`src/rtl/fetch_stage.sv`:
```
// Instruction-fetch stage: drives the PC register's next value, requests words from the
// instruction cache, and fills the IF/ID register with miss, stall and redirect handling.
module fetch_stage #(
  parameter logic [31:0] RESET_PC = 32'h0000_0000
) (
  input  logic        clk,
  input  logic        rst_n,
  input  logic [31:0] pc,
  output logic [31:0] pc_next,
  output logic        icache_req,
  output logic [31:0] icache_addr,
  input  logic        icache_ready,
  input  logic [31:0] icache_rdata,
  input  logic        stall,
  input  logic        flush,
  input  logic [31:0] redirect_pc,
  output logic        ifid_valid,
  output logic [31:0] ifid_pc,
  output logic [31:0] ifid_instr
);

  typedef enum logic [1:0] {
    FETCH  = 2'd0,
    HOLD   = 2'd1,
    SQUASH = 2'd2
  } state_e;

  state_e      state_q, state_d;
  logic        ifid_valid_q, ifid_valid_d;
  logic [31:0] ifid_pc_q, ifid_pc_d;
  logic [31:0] ifid_instr_q, ifid_instr_d;
  logic [31:0] hold_pc_q, hold_pc_d;
  logic [31:0] hold_instr_q, hold_instr_d;
  logic [31:0] sq_addr_q, sq_addr_d;

  logic        load;
  logic [31:0] load_pc;
  logic [31:0] load_instr;
  logic [31:0] npc;
  logic        req;
  logic [31:0] addr;
  logic        accept;

  assign accept = !ifid_valid_q || !stall;

  always_comb begin
    // NOTE: every signal gets a default before the case so no path leaves one unassigned (no latches).
    state_d      = state_q;
    hold_pc_d    = hold_pc_q;
    hold_instr_d = hold_instr_q;
    sq_addr_d    = sq_addr_q;
    load         = 1'b0;
    load_pc      = ifid_pc_q;
    load_instr   = ifid_instr_q;
    npc          = pc;
    req          = 1'b0;
    addr         = pc;

    unique case (state_q)
      FETCH: begin
        req = 1'b1;
        if (flush) begin
          npc = redirect_pc;
          // The in-flight miss still has to drain; remember its address to keep it stable.
          if (!icache_ready) begin
            state_d   = SQUASH;
            sq_addr_d = pc;
          end
        end else if (icache_ready) begin
          npc = pc + 32'd4;
          if (accept) begin
            load       = 1'b1;
            load_pc    = pc;
            load_instr = icache_rdata;
          end else begin
            hold_pc_d    = pc;
            hold_instr_d = icache_rdata;
            state_d      = HOLD;
          end
        end
      end
      HOLD: begin
        if (flush) begin
          npc     = redirect_pc;
          state_d = FETCH;
        end else if (!stall) begin
          load       = 1'b1;
          load_pc    = hold_pc_q;
          load_instr = hold_instr_q;
          state_d    = FETCH;
        end
      end
      SQUASH: begin
        req  = 1'b1;
        addr = sq_addr_q;
        if (flush) npc = redirect_pc;
        if (icache_ready) state_d = FETCH;
      end
      default: state_d = FETCH;
    endcase
  end

  // IF/ID priority: flush, then stall of a valid entry, then a new load, else a bubble.
  always_comb begin
    ifid_valid_d = ifid_valid_q;
    ifid_pc_d    = ifid_pc_q;
    ifid_instr_d = ifid_instr_q;
    if (flush) begin
      ifid_valid_d = 1'b0;
    end else if (stall && ifid_valid_q) begin
      ifid_valid_d = 1'b1;
    end else if (load) begin
      ifid_valid_d = 1'b1;
      ifid_pc_d    = load_pc;
      ifid_instr_d = load_instr;
    end else begin
      ifid_valid_d = 1'b0;
    end
  end

  always_ff @(posedge clk or negedge rst_n) begin
    if (!rst_n) begin
      state_q      <= FETCH;
      ifid_valid_q <= 1'b0;
      ifid_pc_q    <= '0;
      ifid_instr_q <= '0;
      hold_pc_q    <= '0;
      hold_instr_q <= '0;
      sq_addr_q    <= '0;
    end else begin
      // NOTE: sequential state uses non-blocking assignments so all registers update together.
      state_q      <= state_d;
      ifid_valid_q <= ifid_valid_d;
      ifid_pc_q    <= ifid_pc_d;
      ifid_instr_q <= ifid_instr_d;
      hold_pc_q    <= hold_pc_d;
      hold_instr_q <= hold_instr_d;
      sq_addr_q    <= sq_addr_d;
    end
  end

  // Reset acts on the outputs immediately, abandoning any outstanding request.
  assign pc_next     = rst_n ? npc : RESET_PC;
  assign icache_req  = rst_n && req;
  assign icache_addr = addr;
  assign ifid_valid  = ifid_valid_q;
  assign ifid_pc     = ifid_pc_q;
  assign ifid_instr  = ifid_instr_q;

endmodule
```
`config.mk`:
```
export PLATFORM = sky130hd
export DESIGN_NAME = fetch_stage
export DESIGN_NICKNAME = d
export VERILOG_FILES = /design/src/rtl/fetch_stage.sv
export SDC_FILE = /design/constraint.sdc
export NUM_CORES = 1
export LEC_CHECK = 0
export CAP_MARGIN = 5
export CORE_ASPECT_RATIO = 0.5
export CORE_MARGIN = 2
export CORE_UTILIZATION = 45
export CTS_BUF_LIST = sky130_fd_sc_hd__clkbuf_8
export DETAILED_ROUTE_END_ITERATION = 16
export PLACE_DENSITY = 0.75
export SLEW_MARGIN = 40
export SYNTH_ARGS = -nofsm -noshare
export SYNTH_HDL_FRONTEND = slang
export SYNTH_SLANG_ARGS = --single-unit
```
`constraint.sdc`:
```
create_clock -name clk -period 2.48 [get_ports clk]
set_input_delay 0.372 -clock clk [delete_from_list [all_inputs] [get_ports clk]]
set_output_delay 0.372 -clock clk [all_outputs]
set_load 0.005 [all_outputs]
```
* Yosys cells after proc, flatten, opt, wreduce, memory -nomap -nowiden
Cells that the tools add are included.
** Word-level totals
- Output and inout port bits :: 130
- Bits of input ports :: 101
- Register bits :: 163
** Operators by class
- Bitwise operators :: 4
- Equal/unequal tests :: 10
- $add $sub $neg :: 1
- Reductions and logical operators :: 13
- Muxes and demuxes :: 32
** Operators with widths (number)
- 32-bit 2-to-1 mux :: 11
- 32-bit one-hot mux with 2 select lines :: 3
- 32-bit by 3-bit adder with 32-bit output (second input constant) :: 1
- 2-bit 2-to-1 mux :: 7
- 3-bit != test (second input constant) :: 4
- 1-bit 2-to-1 mux :: 9
- 2-bit != test (second input constant) :: 4
- 7-bit AND reduction :: 1
- 2-bit one-hot mux with 3 select lines :: 1
- 5-bit AND reduction :: 1
- 1-bit NOT :: 4
- 4-bit AND reduction :: 1
- 2-bit OR reduction :: 2
- 3-bit AND reduction :: 1
- 2-bit by 1-bit == test with 1-bit output (second input constant) :: 1
- 2-bit == test (second input constant) :: 1
- 1-bit logical AND :: 2
- 1-bit logical NOT :: 2
- 2-bit logical NOT :: 1
- 1-bit one-hot mux with 2 select lines :: 1
- 2-bit nonzero test :: 1
- 1-bit logical OR :: 1

* Logic depth before layout (Yosys ltp)
Gate-level depths: netlist (run 1).
- Depth after elaboration :: 9
- Mapped depth :: 10
- Gate-level depth less buffers :: 7

* Least setup slack after synthesis (run 1)
No wires, ideal clock.
- Kind :: register -> output
- Start :: register state_q[0]
- End :: output port pc_next[17]
- Path slack :: 0.193 ns
- Required time :: 2.108 ns
- Cell stages (with the launch flop) :: 10
- Arrival time :: 1.915 ns
- Cell sequence :: dfrtp_1 -> inv_1 -> ha_1 -> clkbuf_1 -> or2_2 -> clkbuf_1 -> and3_1 -> a41oi_1 -> a311oi_1 -> a41o_1
** Between the ends
- Word-level cells in the longest chain between the ends :: 4
** Ends and longest elaborated chain
- start: declaration :: RTL line 28 : state_e state_q, state_d;
- start signal: assignment :: RTL line 132 : state_q <= state_d;
- 2-bit == test or 2-bit by 1-bit == test with 1-bit output (tied branches) :: RTL line 59 : unique case (state_q)
- 2-bit OR reduction (no line)
- 32-bit one-hot mux with 2 select lines * :: RTL line 59
- 32-bit 2-to-1 mux * :: RTL line 143 : assign pc_next = rst_n ? npc : RESET_PC;
- end: declaration :: RTL line 9 : output logic [31:0] pc_next,
Mark *: on every way between the ends. The rest lies on a longest branch, timed or not.

* Worst setup path after layout (run 1)
Ends and elaborated chain as after synthesis.

==> summary by stage, run 1 <==
Global routing
The number of antenna violations at the first check in global routing was 0. The global-route wire length before repair is 44900 um. The number of global-route vias before repair is 8049.

The total congestion overflow is 0. For this run, the total global-route usage over all layers was measured as 28.2%. Entering global routing, the biggest net connects 83 pins.

Placed design
The placer's final routability congestion estimate is approximately 0.96. The count of input and output buffers is 230. The detailed-placement wirelength estimate is 20800 um. At the placement stage, the worst setup path has a slack of -817 ps.

Finish
From synthesis to final layout, the design area changed by 54.1%. 0 antenna diodes ended up in the layout. The fraction of layout instances using a drive strength above 1 is 40.3%. The net count of the finished layout is 1325. Cells fill 70.2% of the core in the end.

Synth
The share of the Yosys chip area taken by registers is 46.5%. In this run the cell area of the synthesized design comes to around 9000 um2. The proportion of register bits with asynchronous set or reset after synthesis is 100%. The number of warnings printed during yosys synthesis is 0. After technology mapping, the gate count stands at 852.

The most area-hungry cell type in the Yosys netlist is sky130_fd_sc_hd__dfrtp_1. In this run the biggest area consumer among cell types represents 46.5% of the synthesized area. The count of state elements after synthesis is 163. The number of flops mapped to enable cells by yosys is 0. Among all flip-flop cells after synthesis, the most frequent one is sky130_fd_sc_hd__dfrtp_1. The average cell area after synthesis is 10.3 um2. Counting instances in the post-synthesis netlist gives the leading cell types as sky130_fd_sc_hd__dfrtp_1, sky130_fd_sc_hd__mux2_2, sky130_fd_sc_hd__nor2_1, sky130_fd_sc_hd__a21oi_1, sky130_fd_sc_hd__mux2i_1.

The number of distinct library cells after synthesis is 66. Ranked by total cell area, the synthesized netlist is headed by sky130_fd_sc_hd__dfrtp_1, sky130_fd_sc_hd__mux2_2, sky130_fd_sc_hd__mux2i_1. The most numerous cell in the Yosys netlist is sky130_fd_sc_hd__dfrtp_1. The net count after synthesis is 958.

Worst setup path
The worst setup path is launched from a register. STA puts the critical path data required time at 2110 ps. The top fanout value on the critical path is 5. The number of cells on the worst reg-to-reg path is 11. The critical path is of the register to output pin type. The data arrival time of the worst path is between 2000 and 2500 ps.

In this run the critical register-to-register path is captured at ifid_pc[9]$_DFFE_PN0P_. In this run the critical register-to-register path is launched from state_q[0]$_DFFE_PN0P_. The worst setup path is captured at an output pin. The reg2reg setup slack is 270 ps.

Clock tree
Clock tree synthesis selected as its root buffer the cell sky130_fd_sc_hd__clkbuf_8. Clock tree synthesis found a total of 163 sinks. At the later pin of the worst-skew pair, clock insertion delay measures around 480 ps. The buffer levels on the longest clock path is 2. The clock tree from TritonCTS is done.

The clock transition time at the flip-flop clock pins of the worst setup and hold paths is 100 ps. The total clock buffers created by CTS is 17. The H-tree was split into 4 levels.

Floorplanning
The die is 202 um wide. The number of core rows is 36. The top-level I/O count is 231. The die is 103 um tall. The core region is 19300 um2. The floorplan step defined a die boundary enclosing around 21000 um2. For this configuration, the core starts out at a cell density of 45.5%.

Power
The peak supply drop is between 0.7 and 0.8 mV. The completed layout was analyzed and its total power is between 10 and 15 mW. The power density relative to cell area is 1090 nW/um2. The standby leakage power is 6.00 nW.

Drt
The detail route stage leaves a number of antenna-violating nets equal to 0. After detailed routing, the average wire length per cell comes to 20.5 um. The via density per instance is 5.57. For this block, the routed nets add up to 30700 um of wire. The first detailed-routing pass ran for 5 iterations. The routed layout has 8351 vias. The DRC violations left is 0.

After the first detailed-routing iteration, the DRC count stood at a little over 600.

Timing
The slew at the pin closest to its max-slew limit is 643 ps. The final number of setup-violating endpoints is 39. In this run the tightest slew margin relative to its limit is 57.1%. The number of pins with negative max-slew slack in the final report was 0. Across all setup checks in the final design, the least slack found is -245 ps.

The total count of hold-check failures in the final report is 0. The worst clock skew is roughly 12 ps. The highest clock rate is about 370 MHz. Setup repair after global routing could not meet its margin everywhere. After layout, the minimum clock period comes to 2730 ps. The final worst-path cycle share is 110%.

Run
Across the run, the number of max-cap violations was 0.

Outcome
The run finished, with violations left. The final reports fail on negative setup slack.

Hold path
The worst hold path class is input port to async pin.
[cell families after synthesis]
kind of cell             share of synthesized area (%)
multiplexers                                      23.9
XOR/XNOR                                        0.0998
adder cells (fa/ha/maj)                          0.713
AND/OR/NAND/NOR                                   12.0
flip-flops                                        46.5
buffers and inverters                             4.13
AO/OA/AOI/OAI                                     12.7
[through the flow]
step / TNS [ps] / cells / cell area [um2] / hold WS [ps]
floorplan: 0 / 852 / 8780 / 76.4
global placement: -16860 / 1406 / 12200 / 248
detailed placement: -16910 / 1406 / 12200 / 250
CTS: -3740 / 1475 / 13200 / 48.8
global route: -8280 / 1498 / 13500 / 82.8
finish: -4100 / 1498 / 13500 / 88.7
[per-layer routing]
layer	vias up	global-route usage [%]	routed length, um
met5	-	0	0
met4	0	8.99	705
met3	49	7.05	1930
met2	278	44.6	14200
met1	4197	38.7	13900
li1	3827	-	-
[flip-flops by register name, summed over array words and instances, names as in the netlist]
signal,count
ifid_instr,32
ifid_pc,32
hold_instr_q,32
ifid_valid,1
hold_pc_q,32
sq_addr_q,32
state_q,2
[repair_timing]
action                                  CTS  global route
hold endpoints to repair                 10             0
setup buffers                            34            24
resized for setup                       273           113
pin swaps                                44            34
gates cloned                              2             3
hold buffers                              2             0
endpoints found under the setup margin   65            56
[where the power goes]
part	internal, mW	switching, mW	leakage (nW)
Clock	0.944	1.14	0.209
Sequential	3.97	0.696	1.96
Combinational	4.58	3.45	3.83
[final cells by class]
cell class / instances / area [um2]
inverter: 9 / 36.3
clock buffer: 17 / 234
multi-input combinational: 607 / 4880
clock inverter: 15 / 190
timing repair buffer: 421 / 3780
tap: 266 / 333
fill: 1426 / 5750
sequential: 163 / 4080
[cells in the final DEF (no fill, tap or decap), drive strengths merged, types with 9 or more instances in the layout]
| cell type | instances |
|---|---|
| buf | 214 |
| dfrtp | 163 |
| clkdlybuf4s50 | 150 |
| mux2 | 123 |
| nor2 | 98 |
| a21oi | 96 |
| mux2i | 71 |
| nand2 | 45 |
| clkbuf | 43 |
| o21ai | 34 |
| dlygate4sd2 | 23 |
| inv | 17 |
| nand4 | 14 |
| nand3 | 13 |
| nor3 | 10 |
| and3 | 9 |
[how the worst max path moves through the flow]
stage | from | to | slack, ps | cells after the start
after floorplan | state_q[0]$_DFFE_PN0P_ | pc_next[17] | 190 | 9
after global placement | pc[8] | pc_next[22] | -800 | 10
after detailed placement | pc[8] | pc_next[18] | -820 | 8
after CTS | state_q[1]$_DFFE_PN0P_ | pc_next[17] | -240 | 9
after global routing | state_q[0]$_DFFE_PN0P_ | pc_next[27] | -330 | 10
final | state_q[0]$_DFFE_PN0P_ | pc_next[17] | -250 | 9
[critical path, stage by stage (launching register included)]
cell	delay [ps]
sky130_fd_sc_hd__dfrtp_1	410
sky130_fd_sc_hd__inv_2	90
sky130_fd_sc_hd__ha_4	230
sky130_fd_sc_hd__buf_6	130
sky130_fd_sc_hd__or2_4	230
sky130_fd_sc_hd__and3_4	210
sky130_fd_sc_hd__a41oi_2	170
sky130_fd_sc_hd__a311oi_2	70
sky130_fd_sc_hd__a41o_1	230
sky130_fd_sc_hd__buf_2	120
Note: power is estimated with default switching activity, not from simulation.
==> run 2: changes to the inputs <==
- CORE_MARGIN: 2 -> default
==> summary by stage, run 2 (synthesized netlist as in run 1, its figures left out) <==
Drt
The final routed wire length divided by cell count is 22.4 um (+9.2%). The count of TritonRoute iterations in the first routing pass was 6 (+1). The remaining number of nets flagged by the antenna check after routing was 0 (unchanged). The count of routing violations after the opening detailed-route iteration is 892 (+44%). The via density per instance is 5.87 (+5.3%). The routed wire length is 33700 um (+9.6%).

The DRC violations left is 0 (unchanged). The total vias in the final route is 8832 (+5.8%).

Finish
The utilization after layout is 73.8% (+3.6 points). The library cells used most frequently in the layout, excluding fill and tap cells, are sky130_fd_sc_hd__dfrtp_1, sky130_fd_sc_hd__clkdlybuf4s50_1, sky130_fd_sc_hd__buf_4. The fraction of layout instances using a drive strength above 1 is 44.0% (+3.8 points). Leaving out fill and tap cells, the most frequent cell in the layout is sky130_fd_sc_hd__dfrtp_1. The antenna diode count is 0 (unchanged). The final cell count without fillers is 1504 (+0.40%). The layout filler cell count is 1304 (-8.6%).

Compared with the post-synthesis result, the final layout area differs by 57.6%. The net count of the finished layout is 1338 (+0.98%).

Placed design
The count of input and output buffers is 230 (unchanged). The pre-CTS worst setup slack is -700 ps (+117 ps). The cell count after placement is 1400 (-0.43%). The placer's final routability congestion estimate is 0.916 (-4.5%). The detailed-placement wirelength estimate was 21200 um (+2.0%).

Worst setup path
The data arrival time of the worst path came to 2360 ps (about the same). The critical path capture point type is an output pin. The worst setup path startpoint is state_q[0]$_DFFE_PN0P_. The worst setup path is launched from a register. The top fanout value on the critical path is 7 (+2). The startpoint-to-endpoint class of the critical path is register to output pin. The worst path required time is 2110 ps (about the same). The origin of the critical flop-to-flop path is state_q[0]$_DFFE_PN0P_.

Timing
The time the final worst path needs with I/O delays and setup is 2730 ps (+3.74 ps). The final setup TNS came to -5980 ps (-1880 ps). The max-slew headroom at the worst pin is 56.2% (-0.95 points). The final worst-path cycle share is 110% (+0.15 points). Setup repair after global routing could not meet its margin everywhere. The slew at the pin closest to its max-slew limit was 657 ps (+14.3 ps). The total count of hold-check failures in the final report is 0 (unchanged). The number of pins with negative max-slew slack in the final report came to 0 (unchanged). The worst hold slack is 368 ps (+279 ps).

The worst clock skew is 14.2 ps (+2.45 ps). The final number of setup-violating endpoints is 76 (+95%). The setup slack of the critical path after layout is -249 ps (-3.74 ps). The highest clock rate is 366 MHz (-0.14%).

Global routing
The number of global-route vias before repair is 8822 (+9.6%). The number of antenna violations at the first check in global routing is 0 (unchanged). The global-route wire length before repair is 49100 um (+9.4%).

The total congestion overflow is 0 (unchanged). The largest net degree at the start of global routing was 74 (-11%). The global-route total usage across every layer is 32.2% (+3.9 points).

Hold path
The worst hold path class is input port to register. The beginning of the worst hold path is pc[3].

Power
The peak supply drop was 0.546 mV (-24%). The power density relative to cell area is 1100 nW/um2 (+0.57%). The standby leakage power came to 6.12 nW (+2.1%).

Floorplanning
The initial core utilization is 46.8% (+1.3 points). The width of the chip came to 200 um (-0.99%). The number of core rows came to 35 (-2.8%). The top-level I/O count is 231 (unchanged).

The height of the chip is 101 um (-1.9%). The floorplan die area is 20100 um2 (-2.9%). The core area was 18700 um2 (-2.8%).

Clock tree
The number of sinks handled by clock tree synthesis is 163 (unchanged). The clock latency of the later-clocked register in the worst-skew pair was 470 ps (about the same). TritonCTS built the clock tree. The root buffer selected by CTS is sky130_fd_sc_hd__clkbuf_8. The CTS H-tree depth is 4 (unchanged). The clock transition time at the flip-flop clock pins of the worst setup and hold paths is 100 ps (about the same). The total clock buffers created by CTS is 17 (unchanged).

The buffer levels on the longest clock path is 2 (unchanged).

Run
The number of max-cap violations is 0 (unchanged).

Outcome
The final reports fail on negative setup slack. The flow ran to the end, but the final reports show violations.
run 2: worst paths after layout:
kind / slack (ps) / endpoint / cells after the start
worst max-delay path: -250 / pc_next[11] / 9
worst min register to register: 500 / sq_addr_q[12]$_DFFE_PN0P_ / 2
min in group asynchronous: 570 / hold_pc_q[25]$_DFFE_PN0P_ / 3
worst max register to register: -40 / hold_instr_q[17]$_DFFE_PN0P_ / 11
worst min-delay path: 370 / hold_pc_q[3]$_DFFE_PN0P_ / 3
max in group asynchronous: 1110 / hold_instr_q[29]$_DFFE_PN0P_ / 4
run 2: critical path: stages, from the launching register on:
cell	delay (ps)
sky130_fd_sc_hd__dfrtp_1	420
sky130_fd_sc_hd__inv_2	110
sky130_fd_sc_hd__ha_4	250
sky130_fd_sc_hd__or2_4	280
sky130_fd_sc_hd__and3_4	210
sky130_fd_sc_hd__a21oi_4	170
sky130_fd_sc_hd__buf_6	130
sky130_fd_sc_hd__a21oi_2	30
sky130_fd_sc_hd__o2bb2ai_2	130
sky130_fd_sc_hd__buf_2	160
run 2: power breakdown:
group          internal (mW)  total [mW]  switching (mW)
registers               3.97        4.68           0.709
clock network          0.741        1.89            1.15
logic                   4.85        8.61            3.76
total                   9.56        15.2            5.62
run 2: routing by layer:
metal	global-route usage (%)	wire, um
met5	0	0
met4	10.9	1640
met3	7.26	2850
met2	51.2	15400
met1	43.5	13800
run 2: through the flow:
stage                     area [um2]  total power, mW
after floorplan                 8780             7.83
after global placement         12200             11.2
after detailed placement       12200             11.4
after CTS                      13500             14.5
after global routing           13800             16.0
final                          13800             15.2
run 2: area by class of cell:
cell class,count,area (um2),share of cell area [%]
Clock buffer,17,234,1.69
Clock inverter,15,146,1.06
Inverter,9,33.8,0.244
Multi-Input combinational cell,607,5130,37.1
Sequential cell,163,4080,29.5
Tap cell,259,324,2.34
Timing Repair Buffer,434,3880,28.1
run 2: timing repair:
action                                  CTS  global route
hold endpoints to repair                  4             0
setup buffers                            55            22
cloned                                    4             0
hold buffers                              1             0
pin swaps                                66            49
gates resized for setup                 373           151
endpoints found under the setup margin   65            59
